[src/rtl/imem_line_buffer.sv]
// Single-line instruction buffer for the fetch stage: serves hits combinationally and
// refills the whole line over a req/ack bus on a miss, stalling fetch until the line is valid.
module imem_line_buffer #(
   parameter int unsigned LINE_WORDS = 4,
   parameter int unsigned IDX_W      = 2,
   parameter int unsigned CNT_W      = 16
) (
   input  logic             clk,
   input  logic             rst,
   input  logic [31:0]      pcF,
   output logic [31:0]      instrF,
   output logic             imem_stall,
   output logic             mem_req,
   output logic [31:0]      mem_addr,
   input  logic [31:0]      mem_rdata,
   input  logic             mem_ack,
   output logic [CNT_W-1:0] miss_count
);

   localparam int unsigned   TAG_W = 32 - 2 - IDX_W;
   localparam logic [31:0]   NOP   = 32'h0000_0013;
   localparam logic [IDX_W-1:0] LAST_IDX = IDX_W'(LINE_WORDS - 1);

   typedef enum logic {IDLE, REFILL} state_e;

   state_e              state_q, state_d;
   logic                valid_q, valid_d;
   logic [TAG_W-1:0]    tag_q, tag_d;
   logic [TAG_W-1:0]    refill_tag_q, refill_tag_d;
   logic [IDX_W-1:0]    cnt_q, cnt_d;
   logic                req_q, req_d;
   logic [31:0]         addr_q, addr_d;
   logic [CNT_W-1:0]    miss_q, miss_d;
   logic                line_we;
   logic [31:0]         line_q [LINE_WORDS];

   logic [TAG_W-1:0]    pc_tag;
   logic [IDX_W-1:0]    pc_idx;
   logic [31:0]         pc_base;
   logic                hit;
   logic                unused_pc_lsbs;

   assign pc_tag         = pcF[31:2+IDX_W];
   assign pc_idx         = pcF[1+IDX_W:2];
   assign pc_base        = {pc_tag, {(IDX_W+2){1'b0}}};
   assign unused_pc_lsbs = ^pcF[1:0];

   assign hit        = valid_q && (pc_tag == tag_q) && (state_q == IDLE);
   assign instrF     = hit ? line_q[pc_idx] : NOP;
   assign imem_stall = !hit;
   assign mem_req    = req_q;
   assign mem_addr   = addr_q;
   assign miss_count = miss_q;

   // State register
   always_ff @(posedge clk or posedge rst) begin
      if (rst) state_q <= IDLE;
      else     state_q <= state_d;
   end

   // Next-state logic
   always_comb begin
      state_d = state_q;
      case (state_q)
         IDLE:    if (!hit) state_d = REFILL;
         REFILL:  if (mem_ack && (cnt_q == LAST_IDX)) state_d = IDLE;
         default: state_d = IDLE;
      endcase
   end

   // Datapath next values; a refill is never abandoned once started
   always_comb begin
      valid_d      = valid_q;
      tag_d        = tag_q;
      refill_tag_d = refill_tag_q;
      cnt_d        = cnt_q;
      req_d        = req_q;
      addr_d       = addr_q;
      miss_d       = miss_q;
      line_we      = 1'b0;
      case (state_q)
         IDLE: begin
            if (!hit) begin
               refill_tag_d = pc_tag;
               cnt_d        = '0;
               req_d        = 1'b1;
               addr_d       = pc_base;
               valid_d      = 1'b0;
               miss_d       = (miss_q == {CNT_W{1'b1}}) ? miss_q : miss_q + CNT_W'(1);
            end
         end
         REFILL: begin
            if (mem_ack) begin
               line_we = 1'b1;
               if (cnt_q != LAST_IDX) begin
                  cnt_d  = cnt_q + IDX_W'(1);
                  addr_d = addr_q + 32'd4;
               end else begin
                  req_d   = 1'b0;
                  valid_d = 1'b1;
                  tag_d   = refill_tag_q;
               end
            end
         end
         default: ;
      endcase
   end

   // Datapath registers
   always_ff @(posedge clk or posedge rst) begin
      if (rst) begin
         valid_q      <= 1'b0;
         tag_q        <= '0;
         refill_tag_q <= '0;
         cnt_q        <= '0;
         req_q        <= 1'b0;
         addr_q       <= '0;
         miss_q       <= '0;
         for (int unsigned i = 0; i < LINE_WORDS; i++) line_q[i] <= '0;
      end else begin
         valid_q      <= valid_d;
         tag_q        <= tag_d;
         refill_tag_q <= refill_tag_d;
         cnt_q        <= cnt_d;
         req_q        <= req_d;
         addr_q       <= addr_d;
         miss_q       <= miss_d;
         if (line_we) line_q[cnt_q] <= mem_rdata;
      end
   end

endmodule

[config.mk]
export PLATFORM = sky130hd
export DESIGN_NAME = imem_line_buffer
export DESIGN_NICKNAME = d
export VERILOG_FILES = /design/src/rtl/imem_line_buffer.sv
export SDC_FILE = /design/constraint.sdc
export NUM_CORES = 1
export LEC_CHECK = 0
export ABC_AREA = 1
export CORE_UTILIZATION = 30
export CTS_CLUSTER_DIAMETER = 100
export DETAILED_ROUTE_END_ITERATION = 10
export DONT_BUFFER_PORTS = 1
export PLACE_DENSITY_LB_ADDON = 0.2
export SYNTH_ARGS = -nofsm -noshare
export SYNTH_HDL_FRONTEND = slang
export SYNTH_SLANG_ARGS = --single-unit
[constraint.sdc]
create_clock -name clk -period 7.58 [get_ports clk]
set_input_delay 1.137 -clock clk [delete_from_list [all_inputs] [get_ports clk]]
set_output_delay 1.137 -clock clk [all_outputs]
set_load 0.1 [all_outputs]
After elaboration in Yosys (flattened, before gate mapping)
Index checks and enable logic that the tools add are counted.

Bits of input ports: 67. Register bits after elaboration: 237. Logic and storage cells: 70. Output and inout port bits: 82.

Add/subtract/negate cells: 3. Bitwise gates (word level): 6. Reduce and logical (&&, ||, !) cells: 10. Muxes and demuxes: 28. $lt $le $gt $ge: 3. Equal/unequal tests: 8.

Operators with widths (number): 32-bit two-way mux (7); 128-bit bitwise mux (1); 32-bit binary-select mux with 2-bit select (1); 32-bit demux with 2-bit select (1); 32-bit one-hot mux with 2 select lines (1); 32-bit by 3-bit adder with 32-bit output, second input constant (1); 28-bit == test (1); 16-bit by 1-bit adder with 16-bit output, second input constant (1); 16-bit == test, second input constant (1); 3-bit AND reduction (4); 1-bit two-way mux (10); 2-bit inequality test, second input constant (4); 3-bit >= comparator, second input constant (2); 2-bit two-way mux (3); 2-bit inverter with 3-bit output (2); 1-bit one-hot mux with 2 select lines (3); 1-bit logical AND (4); 1-bit inverter (4); 2-bit one-hot mux with 2 select lines (1); 3-bit by 1-bit less-than comparator with 1-bit output, second input constant (1); 2-bit by 1-bit adder with 2-bit output, second input constant (1); 2-bit == test, second input constant (1); 2-bit by 1-bit inequality test with 1-bit output, second input constant (1); 2-bit AND reduction (1); 1-bit logical NOT (1).

Depth between registers and ports, before layout
Depth in word-level cells: 6. Depth in mapped cells: 14. Gate-level depth less buffers: 13.

Least setup slack after synthesis
No wires, ideal clock.

Kind: input port to output port. Start: in pcF[25]. End: out instrF[12]. Setup slack: 2905 ps. Path buffers: 1. Data required time: 6443 ps. Data arrival time: 3538 ps. Stages: 10. Cell sequence: inv_1 nor2_1 nor3_1 nand3_1 nor2_2 nand2_4 nor2_4 inv_2 buf_6 a21oi_1.

Cells in the longest elaborated chain, start to end: 4.

RTL lines: from (decl) (line 10) `input logic [31:0] pcF,`; 28-bit == test (line 48) `assign hit = valid_q && (pc_tag == tag_q) && (state_q == IDLE);`; 1-bit logical AND (2 in a row) (line 48); 32-bit two-way mux (line 49) `assign instrF = hit ? line_q[pc_idx] : NOP;`; to (decl) (line 11) `output logic [31:0] instrF,`.

No other way between the ends.

Final worst setup path
Start: in pcF[14]. End: out instrF[30].

The elaborated chain is that of the path after synthesis.

==> results.md <==
* Initial antenna violation count at 0
* Final setup violation count at 0
* Worst Clk Skew at 0.00439 ns
* Drc violations at 0
* Initial DRC count at 551
* Max Freq at 197 MHz
* Synth async-reset ratio at 1.00
* Count leader, synth: nand2_1
* Final period utilization at 0.668
* Total core area at 38800 um2
* Internal power at 3010 uW
* Max-cap violation count at 0
* Minimum clock period at 5.06 ns
* Yosys warns at 0
* Finished Layout Cells at 2071
* Worst Path Max Fanout at 23
* Postcts setup bufs at 0
* Final hold vios at 0
* Top cell type's share of synthesized area at 0.496
* Crit Path Class: in -> out
* Worst path max stage delay at 0.92 ns
* Row count at 72
* Leakage power at 0.00627 uW
* ANT nets after route at 0
* Slowest stage cell, crit path: a21oi_2
* Port bufs at 0
* Synthesized flop and latch total at 235
* Sequential share of power at 0.502
* Initial core utilization at 0.306
* WP data required at 6.44 ns
* Max Slew Vio Count at 0
* Clock transition at path regs at 0.05 ns
* Synth area leader: dfrtp_1
* Drt wl/cell at 16.0 um
* P_sw at 2070 uW
* Synth area leaders: dfrtp_1, nand2_1, o21ai_0, nor2_1, inv_1
* Chip Height at 201 um
* TritonCTS buffer count at 29
* Comb pwr share at 0.233
* Sink Count at 235
* Share of post-route cells with drive strength above 1 at 0.0721
* Mapped Area at 11900 um2
* Sequential share of the synthesized area at 0.496
* Synth Flop Type: dfrtp_1
* Sw frac at 0.407
* Die area at 40400 um2
* Worst min-delay path class: reg -> reg
* RePlAce Congestion at 0.847
* RSZ-0062 raised after global routing: no
* Max VDD drop at 0.269 mV
* Final setup TNS at 0 ns
* Worst skew pair latency at 0.55 ns
* Final WL at 33.1 mm
* I/O pin total at 149
* CTS H-tree lvls at 1
* P per Cell Area at 381 nW/um2
* Cell variety after synth at 38
* Most frequent cells after synthesis: nand2_1, o21ai_0, dfrtp_1
* Root buffer cell: clkbuf_16
* First-pass GRT wire length at 54.3 mm
* Tightest Pin Transition at 1.28 ns
* Worst hold slack at 0.470 ns
* Critical path cell sequence: inv_1 -> nand2_1 -> nand2_1 -> nand2_1 -> nor2_1 -> nand2_1 -> nor2_2 -> nand2_4 -> nor2_4 -> inv_2 -> buf_4 -> a21oi_2
* DR vias at 9727
* Post-CTS sizing at 0
* Final HPWL DP at 20.7 mm
* Syn avg cell area at 7.57 um2
* Worst EP arrival at 3.93 ns
* Maximum buffer depth of the clock tree at 3
* Largest net degree at the start of global routing at 170
* Status: complete, no violations
* Placed Instances at 2019
* Vias in the first global route at 9561
* Post-synth EDFFs at 0
* Hold Buf Count CTS at 0
* Mapped Cells at 1568
* CP Launch Type: input pin
* Crit-path most repeated cell: nand2_1
* Die width at 201 um
* DR pass1 iterations at 5
* Tot GR Track Use at 0.167
* Global route total overflow at 0
* Area Growth Syn to Fin at 12.2%
* Antenna diodes at 0
* Clock power share at 0.266
* Rel. slew slack at 0.148
* # nets final at 1605
* Setup crit end kind: primary output
* CTS tree: built
* Via/cell ratio at 4.70
## per-stage QoR
stage          instance area (um2)  setup slack [ns]   util  total power (uW)
6_report                     13300              2.52  0.343              5080
3_5_place_dp                 12400              2.43  0.319              3770
5_1_grt                      13300              2.27  0.343              5490
3_3_place_gp                 12400              2.43  0.319              3740
2_1_floorplan                11900              2.90      -              3450
4_1_cts                      13300              2.42  0.343              5160
## final cells by class
cell class                 instances  area (um2)
clock buffer                      47         873
clock inverter                     5        53.8
fill                            4164       25500
inverter                         136         514
multi-input combinational       1114        5150
sequential                       235        5880
tap                              518         648
timing repair buffer              16         193
## state kept, by name, indices dropped and copies added (netlist names)
| register | count |
|---|---|
| line_q | 128 |
| refill_tag_q | 28 |
| tag_q | 28 |
| state_q | 1 |
| miss_count | 16 |
| mem_req | 1 |
| cnt_q | 2 |
| mem_addr | 30 |
| valid_q | 1 |
## cell usage in the layout (no fill, tap or decap), drive strengths merged, types with 2 or more instances in the layout
cell type | synthesis | layout
buf | 35 | 16
xnor2 | 15 | 15
clkinv | 1 | 5
xor2 | 10 | 10
o211ai | 17 | 17
or2 | 5 | 5
nand3b | 4 | 4
inv | 135 | 134
a21oi | 32 | 32
o21ai | 243 | 243
nand3 | 65 | 65
ha | 6 | 6
nand2 | 508 | 508
nand4 | 21 | 21
nor3 | 5 | 5
a31oi | 2 | 2
clkbuf | 49 | 47
dfrtp | 235 | 235
conb | 1 | 2
nor2 | 174 | 174
## critical path: cells and delay by family
kind                   cells  cell delay (ns)
buffers and inverters      3             0.80
and+or+nand+nor            8             1.05
AOI/OAI and AO/OA          1             0.92
## kinds of logic (layout without fill, tap and decap cells)
| family | after synthesis | after routing | share of synthesized area |
|---|---|---|---|
| compound gates | 298 | 298 | 0.133 |
| xor+xnor | 25 | 25 | 0.0185 |
| fa+ha+maj | 6 | 6 | 0.00633 |
| buf+inv | 220 | 204 | 0.0777 |
| flops | 235 | 235 | 0.496 |
| other cells | 1 | 2 | 0.000316 |
| simple gates | 783 | 783 | 0.268 |
## power groups by stage
stage                     logic [uW]  registers (uW)  clock network, uW
after floorplan                  958            2490                  0
after global routing            1420            2620               1450
after global placement          1180            2550                  0
after detailed placement        1210            2570                  0
final                           1180            2550               1350
after CTS                       1210            2550               1400
## metal layers
metal | global-route usage | vias to the layer above | part of all wire
li1 | - | 4909 | -
met5 | 0 | - | 0
met2 | 0.267 | 216 | 0.45
met4 | 0.0354 | 0 | 0.017
met1 | 0.228 | 4563 | 0.47
met3 | 0.0385 | 39 | 0.061
## final timing paths
path,cells after the start,slack [ns],end,start
setup / recovery,12,2.52,instrF[30],pcF[14]
hold / removal,2,0.47,refill_tag_q[27],refill_tag_q[27]
setup reg to reg,7,4.64,miss_count[6],miss_count[0]
hold reg to reg,2,0.47,refill_tag_q[27],refill_tag_q[27]
max in group asynchronous,3,5.28,line_q[101],rst
min in group asynchronous,2,0.66,line_q[25],rst
(Power assumes the default switching activity.)
